[src/rtl/etc_pixel_writer.sv]
// ETC1 texel writer: decodes one texel (individual or differential mode) of a
// 64-bit block to RGB888 and writes it to the frame buffer, one texel per handshake.
module etc_pixel_writer #(
  parameter int IMG_W     = 128,
  parameter int ADDR_W    = 14,
  parameter int BLK_X_MAX = 31,
  parameter int BLK_Y_MAX = 31
) (
  input  logic              sclk,
  input  logic              rsrt_n,
  input  logic              valid,
  input  logic [63:0]       block_in,
  input  logic [7:0]        blockX,
  input  logic [7:0]        blockY,
  input  logic [4:0]        pixIdx,
  input  logic              fb_ready,
  output logic              write_finish,
  output logic              fb_we,
  output logic [ADDR_W-1:0] fb_addr,
  output logic [23:0]       fb_data,
  output logic              mode_err,
  output logic              frame_done
);

  typedef enum logic [2:0] {IDLE, DECODE, MODIFY, WRITE, DONE} state_t;
  state_t state_reg, state_next;

  logic [63:0]       blk_reg;
  logic [7:0]        bx_reg, by_reg;
  logic [3:0]        pix_reg;
  logic [23:0]       base_reg;
  logic [2:0]        cw_reg;
  logic              err_reg;
  logic [ADDR_W-1:0] fb_addr_reg;
  logic [23:0]       fb_data_reg;
  logic              mode_err_reg, frame_done_reg;

  logic              capture;
  logic              diff, flip, sub_sel;
  logic [1:0]        tx, ty;
  logic [23:0]       base_next, data_mod;
  logic [2:0]        ovf;
  logic              idx_msb, idx_lsb;
  logic [15:0]       ab;
  logic [7:0]        mag;
  logic [9:0]        mod_val;
  logic [9:0]        px, py;
  logic [ADDR_W-1:0] addr_next;

  assign capture = (state_reg == IDLE) && valid && !pixIdx[4] && !frame_done_reg;

  always_ff @(posedge sclk or negedge rsrt_n) begin
    if (!rsrt_n) state_reg <= IDLE;
    else         state_reg <= state_next;
  end

  always_comb begin
    state_next = state_reg;
    case (state_reg)
      IDLE:    if (capture) state_next = DECODE;
      DECODE:  state_next = MODIFY;
      MODIFY:  state_next = WRITE;
      WRITE:   if (fb_ready) state_next = DONE;
      DONE:    state_next = IDLE;
      default: state_next = IDLE;
    endcase
  end

  // Texel coordinates inside the 4x4 block are column-major in the pixel index.
  assign diff    = blk_reg[33];
  assign flip    = blk_reg[32];
  assign tx      = pix_reg[3:2];
  assign ty      = pix_reg[1:0];
  assign sub_sel = flip ? ty[1] : tx[1];

  // Per-channel base colour decode (R, G, B at byte offsets 0..2) and saturating modify.
  for (genvar gi = 0; gi < 3; gi++) begin : g_chan
    localparam int HI = 63 - 8 * gi;
    localparam int OB = 23 - 8 * gi;
    logic [4:0] c5a;
    logic [2:0] dlt;
    logic [5:0] c5b;
    logic [7:0] ind_base, dif_base;
    logic [9:0] sum;

    assign c5a      = blk_reg[HI -: 5];
    assign dlt      = blk_reg[HI-5 -: 3];
    assign c5b      = {1'b0, c5a} + {{3{dlt[2]}}, dlt};
    assign ind_base = sub_sel ? {2{blk_reg[HI-4 -: 4]}} : {2{blk_reg[HI -: 4]}};
    assign dif_base = sub_sel ? {c5b[4:0], c5b[4:2]} : {c5a, c5a[4:2]};
    // Base 2 outside 0..31 marks an ETC2 T/H/planar block.
    assign ovf[gi]  = diff & c5b[5];
    assign base_next[OB -: 8] = diff ? dif_base : ind_base;

    assign sum = {2'b00, base_reg[OB -: 8]} + mod_val;
    assign data_mod[OB -: 8] = sum[9] ? 8'h00 : (sum[8] ? 8'hFF : sum[7:0]);
  end

  function automatic logic [15:0] mod_pair(input logic [2:0] cw);
    case (cw)
      3'd0:    mod_pair = {8'd2,  8'd8};
      3'd1:    mod_pair = {8'd5,  8'd17};
      3'd2:    mod_pair = {8'd9,  8'd29};
      3'd3:    mod_pair = {8'd13, 8'd42};
      3'd4:    mod_pair = {8'd18, 8'd60};
      3'd5:    mod_pair = {8'd24, 8'd80};
      3'd6:    mod_pair = {8'd33, 8'd106};
      default: mod_pair = {8'd47, 8'd183};
    endcase
  endfunction

  assign idx_msb = blk_reg[{2'b01, pix_reg}];
  assign idx_lsb = blk_reg[{2'b00, pix_reg}];
  assign ab      = mod_pair(cw_reg);
  assign mag     = idx_lsb ? ab[7:0] : ab[15:8];
  assign mod_val = idx_msb ? (10'd0 - {2'b00, mag}) : {2'b00, mag};

  assign px        = {bx_reg, tx};
  assign py        = {by_reg, ty};
  assign addr_next = ADDR_W'(32'(py) * 32'(IMG_W) + 32'(px));

  always_ff @(posedge sclk or negedge rsrt_n) begin
    if (!rsrt_n) begin
      blk_reg        <= '0;
      bx_reg         <= '0;
      by_reg         <= '0;
      pix_reg        <= '0;
      base_reg       <= '0;
      cw_reg         <= '0;
      err_reg        <= 1'b0;
      fb_addr_reg    <= '0;
      fb_data_reg    <= '0;
      mode_err_reg   <= 1'b0;
      frame_done_reg <= 1'b0;
    end else begin
      case (state_reg)
        IDLE: if (capture) begin
          blk_reg <= block_in;
          bx_reg  <= blockX;
          by_reg  <= blockY;
          pix_reg <= pixIdx[3:0];
        end
        DECODE: begin
          base_reg <= base_next;
          cw_reg   <= sub_sel ? blk_reg[36:34] : blk_reg[39:37];
          err_reg  <= |ovf;
        end
        MODIFY: begin
          fb_addr_reg <= addr_next;
          fb_data_reg <= err_reg ? 24'hFF00FF : data_mod;
          if (err_reg) mode_err_reg <= 1'b1;
        end
        DONE: begin
          if (bx_reg == 8'(BLK_X_MAX) && by_reg == 8'(BLK_Y_MAX) && pix_reg == 4'd15)
            frame_done_reg <= 1'b1;
        end
        default: ;
      endcase
    end
  end

  assign fb_we        = (state_reg == WRITE);
  assign write_finish = (state_reg == DONE);
  assign fb_addr      = fb_addr_reg;
  assign fb_data      = fb_data_reg;
  assign mode_err     = mode_err_reg;
  assign frame_done   = frame_done_reg;

endmodule

[config.mk]
export PLATFORM = sky130hd
export DESIGN_NAME = etc_pixel_writer
export DESIGN_NICKNAME = d
export VERILOG_FILES = /design/src/rtl/etc_pixel_writer.sv
export SDC_FILE = /design/constraint.sdc
export NUM_CORES = 1
export LEC_CHECK = 0
export CORE_MARGIN = 1.5
export CORE_UTILIZATION = 35
export DETAILED_ROUTE_END_ITERATION = 12
export SLEW_MARGIN = 40
export SYNTH_ARGS = -nofsm -noshare
export SYNTH_HDL_FRONTEND = slang
export SYNTH_SLANG_ARGS = --single-unit
[constraint.sdc]
create_clock -name sclk -period 12.96 [get_ports sclk]
set_clock_uncertainty 0.1 [all_clocks]
set_input_delay 1.296 -clock sclk [delete_from_list [all_inputs] [get_ports sclk]]
set_output_delay 1.296 -clock sclk [all_outputs]
set_load 0.05 [all_outputs]
; ---- Word level (Yosys, flattened, before mapping)
; Index checks and enable logic that the tools add are counted.
[totals]
ff_bits = 155
latchBits = 0
mem_bits_rw = 0
rom_bits = 0
output_inout_bits = 42
word_cells = 82
mem_count = 0
[op_classes]
addsub = 8
n_mul = 0
n_div = 0
order_cmp = 2
eq_ne = 15
shift = 0
mux = 28
bitwise_logic = 3
reduce_logical = 14
[ops]
columns = op, count
row1 = $mux 8, 16
row2 = $pmux 14 s7, 1
row3 = $add 8x10->10, 3
row4 = $mux 24, 1
row5 = $add 5x6->6, 3
row6 = $eq 8x5->1 const B, 2
row7 = $add 14x10->14, 1
row8 = $eq 3x2->1 const B, 4
row9 = $eq 3x3->1 const B, 4
row10 = $pmux 3 s4, 1
row11 = $mux 10, 1
row12 = $mux 3, 3
row13 = $sub 1x8->9 const A, 1
row14 = $bmux 1 s4, 2
row15 = $reduce_and 2->1, 4
row16 = $lt 4x7->1 const B, 1
row17 = $lt 5x7->1 const B, 1
row18 = $eq 3x1->1 const B, 2
row19 = $logic_not 3->1, 2
row20 = $logic_and 1x1->1, 5
row21 = $eq 4x4->1 const B, 1
row22 = $ne 2x2->1 const B, 2
row23 = $and 1x1->1, 3
row24 = $mux 1, 3
row25 = other kinds (2), 3

; ---- Longest topological paths before layout
[depth]
ltp_word = 9
ltp_mapped = 17
mapped_depth_nobuf = 15

; ---- Least setup slack after synthesis
; Ideal clock, no wire load.
[synth_timing]
path_kind = reg-to-reg
from = reg pix_reg[0]
to = reg fb_data_reg[20], in the netlist fb_data[20]
t_arrival_ns = 3.913
required_ns = 12.777
setup_slack_ns = 8.864
stages_incl_launch_ff = 17
path_cell_list = dfrtp_1 > buf_6 > mux4_2 > mux4_2 > buf_2 > nor2_1 > a211oi_1 > a211oi_2 > inv_1 > fa_1 > nand3b_1 > a21oi_1 > o21ai_0 > a22oi_1 > xnor2_1 > o21ba_2 > o21ai_0
[synth_between]
elab_chain_cells = 9
[synth_lines]
columns = element, line_no
row1 = start: declaration, 30  ; logic [3:0] pix_reg;
row2 = start signal: assignment, 141  ; pix_reg <= pixIdx[3:0];
row3 = $bmux 1 s4, 113  ; assign idx_lsb = blk_reg[{2'b00, pix_reg}];
row4 = $mux 1 (implied by the code), 113
row5 = $mux 8, 115  ; assign mag = idx_lsb ? ab[7:0] : ab[15:8];
row6 = $sub 1x8->9, 116  ; assign mod_val = idx_msb ? (10'd0 - {2'b00, mag}) : {2'b00, mag};
row7 = $mux 10 *, 116
row8 = $add 8x10->10 *, 95  ; assign sum = {2'b00, base_reg[OB -: 8]} + mod_val;
row9 = $mux 8, 96  ; assign data_mod[OB -: 8] = sum[9] ? 8'h00 : (sum[8] ? 8'hFF : sum[7:0]);
row10 = $mux 8 *, 96
row11 = $mux 24 *, 150  ; fb_data_reg <= err_reg ? 24'hFF00FF : data_mod;
row12 = end signal: assignment, 150
row13 = end: declaration, 35  ; logic [23:0] fb_data_reg;
; Mark *: on every way between the ends. The rest lies on a longest branch, timed or not. The select of a mux whose other input is x is not followed.
; A chain may end at the register's enable or synchronous reset.

; ---- Final worst setup path
; Same ends and word-level chain as after synthesis.

==> flow_summary.yaml <==
clocking:
  clock-sinks: 155
  htreeDepth: 4
  path_clk_slew_ns: 0.06
  cts_tree: "built"
  cts_buffers: 17
  cts_resized: 0
  cts-root-buf: "clkbuf_16"
  postCtsSetupBuffers: 0
  clockBufferDepth: 2
  clk_latency_ns: 0.43
  holdBufCountCts: 0
setup_path:
  cp-end-kind: "flip-flop"
  slowest_delay_ns: 0.72
  critical_path.top_delay_family: "compound AO/OA/AOI/OAI gates"
  crit_slowest_cell: "dfrtp_1"
  start_kind: "flip-flop"
  startpoint: "pix_reg[0]"
  r2r-end: "fb_data[20]"
  path_class: "flip-flop to flip-flop"
  path_cells: "mux4_2, mux4_2, clkinv_2, nor2_1, mux2i_1, o22ai_1, a311o_1, ha_1, a21oi_1, a21oi_1, o21ai_0, a22oi_1, xnor2_1, o21ba_2, o21ai_0"
  r2r_cells: 15
  path_buf_inv: 1
  critPathCapture: "fb_data[20]"
  crit_cells: 15
  cp_max_fo: 13
  r2r-start: "pix_reg[0]"
  cp.arrival_ns: 5.38
  reg2reg_slack_ns: 7.81
  cp.required_ns: 13.20
sta:
  period_needed_ns: 5.15
  hold_violations: 0
  timing.setup.tns_ns: 0
  fmax_mhz: 194
  rsz0062_at_grt: "false"
  finalCritPeriodShare_pct: 39.7
  relSlewSlack_pct: 45.9
  slew_violations: 0
  worst_pin_slew_ns: 0.801
  setup_viol_count_final: 0
global_routing:
  first_global_vias: 6433
  grt_pass1_wl_mm: 33.8
  antenna_found_initial: 0
  grt.total_usage_pct: 16.7
  grt.overflow.total: 0
  grt_max_degree: 91
yosys:
  synth.distinct_cells: 54
  synthesis.instances: 874
  synth_top_family_by_area: "compound AO/OA/AOI/OAI gates"
  ys_async_sr_fraction_pct: 100
  synth-simple-area-share_pct: 12.3
  ys.flop_type: "dfrtp_1"
  ys_seq_area_share_pct: 44.7
  ys_seq_elements: 155
  muxShareOfSynthArea_pct: 12.7
  synthXorXnorAreaFrac_pct: 3.91
  synth-compound-area-share_pct: 14.6
  syn-num-nets: 1014
  syn_area_sq_um: 8670
  synth_area_per_cell_sq_um: 9.92
  ys.warnings.count: 0
  synth_fa_ha_area_share_pct: 8.08
  synth-edff-count: 0
layout:
  final_util_pct: 44.7
  stdcell_area_sq_um: 10900
  final_cell_mix: "155 x dfrtp_1, 129 x clkdlybuf4s50_1, 117 x nand2_1, 77 x o21ai_0, 76 x mux2_2"
  largest_reg_flops: 64
  n_antenna_cell: 0
  mostFrequentLayoutCell: "dfrtp_1"
  nets: 1124
  drive_gt1_share_pct: 13.9
  synthToLayoutAreaGrowth_pct: 25.3
die:
  fp.dieH_microns: 160
  initial_core_util_pct: 35.7
  design.portCount: 131
  dieArea_sq_um: 25700
  fp-row-count: 57
  die_x_microns: 160
  core_area_sq_um: 24300
drt:
  postRouteAntennaNets: 0
  wl_per_cell_microns: 15.6
  drt_iter0_markers: 414
  dr_total_vias: 6454
  routed_wl_mm: 20.6
  firstDrtPassIters: 4
  avgViaCountPerCell: 4.89
  drc: 0
hold_path:
  hold_class: "flip-flop to flip-flop"
placed_design:
  gp_congestion: 0.840
  dpl.hpwl_mm: 15.5
  io_buffers: 130
  dpl_cell_area_sq_um: 10200
status:
  status: "finished clean"
job:
  cap_violations: 0
## cell usage after synthesis (2+ instances only)
| master | count | area share (%) |
|---|---|---|
| o31ai_1 | 9 | 0.78 |
| clkbuf_1 | 40 | 1.7 |
| and2_1 | 6 | 0.43 |
| buf_2 | 3 | 0.17 |
| o21ai_1 | 10 | 0.58 |
| o22ai_1 | 3 | 0.22 |
| dfrtp_1 | 155 | 45 |
| ha_1 | 44 | 6.3 |
| o21bai_1 | 3 | 0.26 |
| mux4_2 | 10 | 2.6 |
| xnor2_2 | 2 | 0.38 |
| o22a_1 | 3 | 0.30 |
| and3_1 | 2 | 0.14 |
| o21a_1 | 6 | 0.52 |
| mux2_2 | 76 | 9.9 |
| a21oi_1 | 70 | 4.0 |
| xor2_1 | 14 | 1.4 |
| inv_1 | 31 | 1.3 |
| nor2b_1 | 15 | 1.1 |
| nor2_1 | 76 | 3.3 |
| nand2_1 | 117 | 5.1 |
| a21o_1 | 11 | 0.95 |
| nand4_1 | 2 | 0.14 |
| o31a_1 | 2 | 0.20 |
| fa_1 | 7 | 1.6 |
| nor4_1 | 3 | 0.22 |
| a22oi_1 | 2 | 0.17 |
| nand2b_1 | 9 | 0.65 |
| a31oi_1 | 6 | 0.43 |
| nor3_1 | 8 | 0.46 |
| buf_6 | 3 | 0.39 |
| o21ai_0 | 77 | 4.4 |
| xnor2_1 | 21 | 2.1 |
| mux2i_1 | 2 | 0.23 |
| a211oi_1 | 6 | 0.52 |
| or2_2 | 2 | 0.14 |
## layout make-up
cell class              count  area (sq um)
clock inverters            13           154
inverters                  32           121
flip-flops and latches    155          3880
fillers                  2323         13500
repair buffers            137          1360
clock buffers              19           453
multi-input cells         641          4490
well taps                 324           405
## routing by layer
| layer | global-route usage, % | vias to the layer above | routed length (microns) |
|---|---|---|---|
| met1 | 23.3 | 3061 | 10000 |
| met2 | 26.7 | 111 | 9630 |
| li1 | - | 3261 | - |
| met5 | 0 | - | 0 |
| met4 | 4.63 | 0 | 239 |
| met3 | 2.76 | 21 | 748 |
## how the worst min path moves through the flow
stage	startpoint	slack, ns	cells after the start	end
after floorplan	base_reg[13]	0.36	2	base_reg[13]
after global placement	fb_data[12]	0.36	2	fb_data[12]
after detailed placement	mode_err	0.36	1	mode_err
after CTS	fb_data[14]	0.37	2	fb_data[14]
after global routing	mode_err	0.38	1	mode_err
final	fb_data[14]	0.36	2	fb_data[14]
## cell families after synthesis
kind of cell,count (synthesis)
AO/OA/AOI/OAI,217
buffers and inverters,78
XOR/XNOR,37
adder cells (fa/ha/maj),52
multiplexers,88
flip-flops,155
AND/OR/NAND/NOR,247
## worst min-delay path: stages, from the launching register on
cell and delay, ns:
dfrtp_1 0.34, nand2_1 0.05, nand2_1 0.04
## metrics by stage
step                hold WS, ns  setup WS, ns  instances
finish                    0.363          7.81       1321
global route              0.385          7.45       1321
CTS                       0.373          7.87       1321
detailed placement        0.359          7.91       1289
global placement          0.355          8.12       1289
floorplan                 0.355          8.86        874
Power is left out: the tool's default activity adds up to more than one toggle a clock period on the data nets, which glitch-free logic cannot reach.
